<file path="config.mk">
export PLATFORM = sky130hd
export DESIGN_NAME = digseg_scan_ctrl_flat
export DESIGN_NICKNAME = d
export VERILOG_FILES = /design/src/rtl/digseg_scan_ctrl_pkg.sv /design/src/rtl/digseg_scan_ctrl_if.sv /design/src/rtl/digseg_scan_ctrl_decode.sv /design/src/rtl/digseg_scan_ctrl.sv /design/src/flat_wrapper.sv
export SDC_FILE = /design/constraint.sdc
export NUM_CORES = 1
export LEC_CHECK = 0
export CORE_AREA = 3 3 117 85
export CTS_CLUSTER_DIAMETER = 80
export DETAILED_ROUTE_END_ITERATION = 6
export DIE_AREA = 0 0 120 88
export DONT_BUFFER_PORTS = 1
export PLACE_DENSITY = 0.73
export SKIP_LAST_GASP = 1
export SLEW_MARGIN = 20
export SYNTH_ARGS = -nofsm -noshare
export SYNTH_HDL_FRONTEND = slang
export SYNTH_HIERARCHICAL = 1
export SYNTH_SLANG_ARGS = --single-unit
export TNS_END_PERCENT = 5
</file>
<file path="constraint.sdc">
create_clock -name clk -period 3.65 [get_ports clk]
set_clock_uncertainty 0.05 [all_clocks]
set_input_delay 0.5475 -clock clk [delete_from_list [all_inputs] [get_ports clk]]
set_output_delay 0.5475 -clock clk [all_outputs]
set_load 0.02 [all_outputs]
</file>
<file path="src/rtl/digseg_scan_ctrl_pkg.sv">
// Shared constants for the multiplexed 7-segment scan controller:
// bus widths, register indices and CTRL field positions.
package digseg_scan_ctrl_pkg;

   localparam int DIG_SEG_ADDR_W = 4;
   localparam int DIG_SEG_DATA_W = 7;

   typedef logic [DIG_SEG_ADDR_W-1:0] dig_seg_addr_t;
   typedef logic [DIG_SEG_DATA_W-1:0] dig_seg_data_t;

   localparam logic [1:0] DigSegRegData = 2'd0;
   localparam logic [1:0] DigSegRegCtrl = 2'd1;
   localparam logic [1:0] DigSegRegStat = 2'd2;

   localparam int CTRL_EN_BIT   = 0;
   localparam int CTRL_MASK_LSB = 8;
   localparam int CTRL_MASK_W   = 8;
   localparam int STAT_CNT_LSB  = 16;

endpackage

</file>
<file path="src/rtl/digseg_scan_ctrl_if.sv">
// Peripheral-bus signal bundle shared by the bus master and the scan controller.
interface digseg_scan_ctrl_if;

   logic        cyc_i;
   logic        stb_i;
   logic        we_i;
   logic [1:0]  addr_i;
   logic [31:0] data_i;
   logic [31:0] data_o;
   logic        ack_o;

   modport master (
      output cyc_i, stb_i, we_i, addr_i, data_i,
      input  data_o, ack_o
   );

   modport slave (
      input  cyc_i, stb_i, we_i, addr_i, data_i,
      output data_o, ack_o
   );

endinterface

</file>
<file path="src/rtl/digseg_scan_ctrl_decode.sv">
// Combinational hex nibble to {a,b,c,d,e,f,g} segment decoder, 1 = lit.
module digseg_decode
   import digseg_scan_ctrl_pkg::*;
(
   input  logic          ce_i,
   input  logic [3:0]    nib_i,
   output dig_seg_data_t seg_o
);

   // hex lookup, dark when not enabled
   always_comb begin
      seg_o = 7'b0000000;
      if (ce_i) begin
         case (nib_i)
            4'h0:    seg_o = 7'b1111110;
            4'h1:    seg_o = 7'b0110000;
            4'h2:    seg_o = 7'b1101101;
            4'h3:    seg_o = 7'b1111001;
            4'h4:    seg_o = 7'b0110011;
            4'h5:    seg_o = 7'b1011011;
            4'h6:    seg_o = 7'b1011111;
            4'h7:    seg_o = 7'b1110000;
            4'h8:    seg_o = 7'b1111111;
            4'h9:    seg_o = 7'b1111011;
            4'hA:    seg_o = 7'b1110111;
            4'hB:    seg_o = 7'b0011111;
            4'hC:    seg_o = 7'b1001110;
            4'hD:    seg_o = 7'b0111101;
            4'hE:    seg_o = 7'b1001111;
            4'hF:    seg_o = 7'b1000111;
            default: seg_o = 7'b0000000;
         endcase
      end else begin
         seg_o = 7'b0000000;
      end
   end

endmodule

</file>
<file path="src/rtl/digseg_scan_ctrl.sv">
// Bus-slave 7-segment scan controller: DATA/CTRL/STATUS registers, prescaled
// digit scan and registered, ghost-free segment/anode outputs.
module digseg_scan_ctrl
   import digseg_scan_ctrl_pkg::*;
#(
   parameter int NUM_DIGITS = 8,
   parameter int PRESCALE   = 50000,
   parameter int CNT_W      = 16
) (
   input  logic                  clk,
   input  logic                  rst,
   digseg_scan_ctrl_if.slave     bus,
   output dig_seg_data_t         seg_o,
   output logic [NUM_DIGITS-1:0] an_o,
   output logic [2:0]            idx_o
);

   logic [CNT_W-1:0]       cnt_q, cnt_d;
   logic [2:0]             idx_q, idx_d;
   logic [31:0]            data_q, data_d;
   logic                   en_q, en_d;
   logic [CTRL_MASK_W-1:0] mask_q, mask_d;
   logic                   ack_q, ack_d;
   logic [31:0]            rdata_q, rdata_d;
   dig_seg_data_t          seg_q, seg_d;
   logic [NUM_DIGITS-1:0]  an_q, an_d;

   logic                   accept_s;
   logic                   wrap_s;
   logic                   lit_s;
   logic [3:0]             nib_s;
   dig_seg_data_t          dec_s;
   logic [31:0]            rd_mux_s;

   // prescaler and digit index next state
   always_comb begin
      wrap_s = (cnt_q == CNT_W'(PRESCALE - 1));
      cnt_d  = cnt_q + CNT_W'(1);
      idx_d  = idx_q;
      if (wrap_s) begin
         cnt_d = '0;
         if (idx_q == 3'(NUM_DIGITS - 1)) begin
            idx_d = 3'd0;
         end else begin
            idx_d = idx_q + 3'd1;
         end
      end else begin
         idx_d = idx_q;
      end
   end

   // bus accept, register writes and read mux
   always_comb begin
      accept_s = bus.cyc_i & bus.stb_i & ~ack_q;
      data_d   = data_q;
      en_d     = en_q;
      mask_d   = mask_q;
      rd_mux_s = 32'h0000_0000;
      case (bus.addr_i)
         DigSegRegData: rd_mux_s = data_q;
         DigSegRegCtrl: begin
            rd_mux_s[CTRL_EN_BIT]                  = en_q;
            rd_mux_s[CTRL_MASK_LSB +: CTRL_MASK_W] = mask_q;
         end
         DigSegRegStat: begin
            rd_mux_s[2:0]                  = idx_q;
            rd_mux_s[STAT_CNT_LSB +: CNT_W] = cnt_q;
         end
         default:       rd_mux_s = 32'h0000_0000;
      endcase
      ack_d   = accept_s;
      rdata_d = 32'h0000_0000;
      if (accept_s) begin
         if (bus.we_i) begin
            case (bus.addr_i)
               DigSegRegData: data_d = bus.data_i;
               DigSegRegCtrl: begin
                  en_d   = bus.data_i[CTRL_EN_BIT];
                  mask_d = bus.data_i[CTRL_MASK_LSB +: CTRL_MASK_W];
               end
               default: begin
                  data_d = data_q;
               end
            endcase
         end else begin
            rdata_d = rd_mux_s;
         end
      end else begin
         rdata_d = 32'h0000_0000;
      end
   end

   // Outputs follow the next index but the current (pre-write) register contents,
   // so a write landing on a digit advance shows up one edge later.
   always_comb begin
      lit_s = en_q & mask_q[idx_d];
      nib_s = data_q[{idx_d, 2'b00} +: 4];
      if (lit_s) begin
         an_d  = ~(NUM_DIGITS'(1) << idx_d);
         seg_d = dec_s;
      end else begin
         an_d  = '1;
         seg_d = 7'b0000000;
      end
   end

   digseg_decode u_decode (
      .ce_i  (1'b1),
      .nib_i (nib_s),
      .seg_o (dec_s)
   );

   // state and output registers
   always_ff @(posedge clk or negedge rst) begin
      if (!rst) begin
         cnt_q   <= '0;
         idx_q   <= 3'd0;
         data_q  <= 32'h0000_0000;
         en_q    <= 1'b1;
         mask_q  <= 8'hFF;
         ack_q   <= 1'b0;
         rdata_q <= 32'h0000_0000;
         seg_q   <= 7'b0000000;
         an_q    <= '1;
      end else begin
         cnt_q   <= cnt_d;
         idx_q   <= idx_d;
         data_q  <= data_d;
         en_q    <= en_d;
         mask_q  <= mask_d;
         ack_q   <= ack_d;
         rdata_q <= rdata_d;
         seg_q   <= seg_d;
         an_q    <= an_d;
      end
   end

   assign bus.ack_o  = ack_q;
   assign bus.data_o = rdata_q;
   assign seg_o      = seg_q;
   assign an_o       = an_q;
   assign idx_o      = idx_q;

endmodule

</file>
<file path="src/flat_wrapper.sv">
// flat-port wrapper written by rule: the top's interface ports become plain ports
module digseg_scan_ctrl_flat import digseg_scan_ctrl_pkg::*;
#(
   parameter int NUM_DIGITS = 8,
   parameter int PRESCALE   = 50000,
   parameter int CNT_W      = 16
)
  (clk, rst, seg_o, an_o, idx_o, bus_cyc_i, bus_stb_i, bus_we_i, bus_addr_i, bus_data_i, bus_data_o, bus_ack_o);
  digseg_scan_ctrl_if bus_i ();
  input  logic clk;
  input  logic rst;
  output dig_seg_data_t seg_o;
  output logic [NUM_DIGITS-1:0] an_o;
  output logic [2:0] idx_o;
  input wire logic [$bits(bus_i.cyc_i)-1:0] bus_cyc_i;
  input wire logic [$bits(bus_i.stb_i)-1:0] bus_stb_i;
  input wire logic [$bits(bus_i.we_i)-1:0] bus_we_i;
  input wire logic [$bits(bus_i.addr_i)-1:0] bus_addr_i;
  input wire logic [$bits(bus_i.data_i)-1:0] bus_data_i;
  output wire logic [$bits(bus_i.data_o)-1:0] bus_data_o;
  output wire logic [$bits(bus_i.ack_o)-1:0] bus_ack_o;
  assign bus_i.cyc_i = bus_cyc_i;
  assign bus_i.stb_i = bus_stb_i;
  assign bus_i.we_i = bus_we_i;
  assign bus_i.addr_i = bus_addr_i;
  assign bus_i.data_i = bus_data_i;
  assign bus_data_o = bus_i.data_o;
  assign bus_ack_o = bus_i.ack_o;
  digseg_scan_ctrl #(.NUM_DIGITS(NUM_DIGITS), .PRESCALE(PRESCALE), .CNT_W(CNT_W)) u_core (.clk(clk), .rst(rst), .bus(bus_i), .seg_o(seg_o), .an_o(an_o), .idx_o(idx_o));
endmodule
</file>
==> results by group <==
Outcome
  • Outcome: finished with violations
  • Failing checks: setup timing

Synth
  • Synthesis-stage register bit count: 108
  • YS warnings: 6
  • Async set-reset flop share out of synthesis: 100.0%
  • Synth cell count leaders: dfrtp_1, mux2_2, nor2_1, mux2i_1
  • Synth area leaders: dfrtp_1, mux2_2, dfstp_2
  • Post-Syn Area: 4952 um2
  • Most frequent cell after synthesis: dfrtp_1
  • Yosys top cell area share: 45.98%
  • Number of synthesized flops with an enable pin: 0
  • Netlist cell types: 51
  • Syn_area_per_cell: 12.23 um2
  • Top_reg_cell synth: dfrtp_1
  • Biggest area consumer among synthesized cells: dfrtp_1
  • Post-Syn Instances: 405
  • Post-synthesis sequential area ratio: 55.00%

Pwr
  • P_int: 2.173 mW
  • Sw frac: 26.98%
  • Pwr/cell area: 515.2 nW/um2
  • Max rail drop VDD: 0.2882 mV
  • Sw Pwr: 803.1 uW
  • Sequential power share: 50.6%
  • Lkg Pwr: 2.663 nW
  • Clock power frac: 33.5%
  • Combinational share of power: 15.9%

Critical path
  • Crit path cell chain: or4b_4 > buf_6 > or4_4 > mux2_4 > a22oi_2 > o211ai_1 > and2_4 > buf_6 > ha_4 > mux2i_1 > nor2_1 > a311oi_1 > and2_1 > and4b_1
  • Critical Setup Path Class: reg -> reg
  • Critical path endpoint category: flip-flop
  • CP Depth: 14
  • Worst Reg-to-Reg Cells: 14
  • Worst setup path startpoint: u_core/cnt_q[10]
  • End of the critical path: u_core/seg_o[3]
  • Most frequent CP cell: buf_6
  • R2R setup slack: -0.21 ns
  • Buffers & Inverters on Critical Path: 2
  • Required @ worst endpoint: 3.88 ns
  • Max FO, Critical Path: 8
  • Worst Path Arrival: 4.09 ns
  • R2R Path Start: u_core/cnt_q[10]
  • Critical-path top delay cell: or4b_4
  • Startpoint type of the worst setup path: flip-flop
  • R2R Path End: u_core/seg_o[3]
  • Delay-heaviest family, CP: simple AND/OR/NAND/NOR gates
  • CP peak stage delay: 0.56 ns

Die
  • Initial Utilization: 55.26%
  • Ports: 90
  • Core box area: 8962 um2
  • Die ar.: 10560 um2
  • Die Width: 120 um
  • Die height: 88 um
  • Row count: 29

Global route
  • Vias in the first global route: 3433
  • Wire length of the first global-routing pass: 18820 um
  • GRT Util Overall: 23.36%
  • Antenna violations before repair: 0
  • Grt ovf: 0
  • Largest net degree at the start of global routing: 106

Job
  • Max_cap viols: 0

Routing
  • Routed Antenna Nets: 0
  • DR iter-0 viols: 400
  • Drt first pass iters: 5
  • Via density: 5.831
  • DR WL met2: 5180 um
  • Wl on met1: 5468 um
  • DRC viols: 0
  • Final wirelength: 11810 um
  • Highest Signal Layer: met4
  • WL/cell: 20.84 um
  • Met3 routed wirelength: 1024 um
  • DR vias: 3306

Worst hold path
  • Hold WC Path Type: in -> async

Timing
  • Final period util: 105.7%
  • Max_slew headroom: 51.56%
  • RSZ-0062 raised after global routing: yes
  • Setup TNS Final: -0.4933 ns
  • Final hold vios: 0
  • Final WS setup: -0.2095 ns
  • Worst Tran Pin Value: 0.7266 ns
  • Fin crit period: 3.860 ns
  • Achievable frequency: 259.1 MHz
  • Max-slew violations: 0
  • Final setup vio count: 6

CTS
  • CTS tree: yes
  • Clk buf depth: 2
  • TritonCTS sink count: 108
  • Clk slew on worst S/H paths: 0.07 ns
  • CTS Buf Count: 9
  • H-tree Lvls: 3
  • Clk_lat worst skew: 0.34 ns
  • CTS root buffer: clkbuf_16

Layout
  • Final core utilization: 64.46%
  • # diodes: 0
  • Area delta synth->final: 16.65%
  • Net count, final: 486
  • Fraction of layout cells with a size suffix above 1: 30.93%

Placement
  • Post-DP HPWL: 8266 um
  • I/O Buffers: 0
  • Gpl congestion: 0.9704
==> cell type report <==
type	count	area (um2)
Timing Repair Buffer	38	315.3
Clock buffer	12	256.5
Inverter	9	38.79
Multi-Input combinational cell	272	2231
Tap cell	124	155.1
Fill cell	691	3186
Sequential cell	108	2724
Clock inverter	4	56.30
==> worst min-delay path by stage <==
| stage | startpoint | endpoint | slack [ns] | depth (start not counted) |
|---|---|---|---|---|
| after global placement | rst | u_core/bus.data_o[7] | 0.20 | 0 |
| after global routing | rst | u_core/bus.data_o[7] | 0.10 | 1 |
| after detailed placement | rst | u_core/bus.data_o[4] | 0.20 | 0 |
| after floorplan | rst | u_core/bus.ack_o | 0.20 | 0 |
| final | rst | u_core/bus.data_o[4] | 0.08 | 1 |
| after CTS | rst | u_core/bus.data_o[4] | 0.1 | 1 |
==> kinds of logic after synthesis <==
| kind of cell | synth area share [%] |
|---|---|
| mux | 18.37 |
| compound gates | 5.735 |
| other cells | 0.07572 |
| buf+inv | 2.577 |
| xor+xnor | 2.122 |
| fa+ha+maj | 2.274 |
| simple gates | 13.85 |
| flops | 55.00 |
==> through the flow <==
stage               cells  worst slack (ns)  total power [mW]  hold WS (ns)  cell area [um2]
floorplan             408           0.09380             1.774        0.2019             4964
global placement      544           -0.2260             1.871        0.2049             5264
detailed placement    544           -0.2551             1.889        0.2041             5264
CTS                   563          -0.01730             2.936       0.09711             5672
global route          567           -0.2252             3.123        0.1028             5777
finish                567           -0.2095             2.976       0.08082             5777
==> per-layer routing <==
metal / up-vias / GRT usage (%)
met4: 0 / 5.198
met1: 1662 / 32.41
met5: - / 0
met3: 13 / 8.522
li1: 1500 / -
met2: 131 / 35.63
==> cells in the final DEF (no fill, tap or decap), types with 3 or more instances in the layout <==
cell type	n
a21oi_1	4
a22oi_1	3
a311oi_1	3
and2_1	14
and2_4	3
and3_1	7
and4b_1	7
buf_4	34
clkbuf_16	9
conb_1	4
dfrtp_1	91
dfstp_2	17
ha_1	5
ha_4	3
inv_1	6
mux2_2	43
mux2i_1	41
nand2_1	11
nand3_1	9
nand4_1	8
nor2_1	43
nor3_1	6
o211ai_1	3
o21ai_0	4
o21ai_1	3
or3_1	3
xnor2_1	4
xor2_1	8
==> power groups by stage <==
stage	registers [mW]	logic [mW]	clock network, mW
2_1_floorplan	1.45	0.324	0
3_3_place_gp	1.51	0.357	0
3_5_place_dp	1.52	0.371	0
4_1_cts	1.50	0.414	1.02
5_1_grt	1.52	0.518	1.08
6_report	1.51	0.474	0.996
==> registers in the layout, summed over array words and instances, names as in the netlist <==
signal	cells
u_core/data_q	32
u_core/an_o	8
u_core/idx_o	3
u_core/mask_q	8
u_core/seg_o	7
u_core/bus.ack_o	1
u_core/cnt_q	16
u_core/bus.data_o	32
u_core/en_q	1
==> timing repair <==
action	4_1_cts	5_1_grt
endpoints found under the setup margin	7	7
pin swaps	0	10
hold buffers	2	0
gates resized for setup	10	21
buffers inserted	1	4
endpoints found under the hold margin	105	0
(Power assumes the default switching activity.)
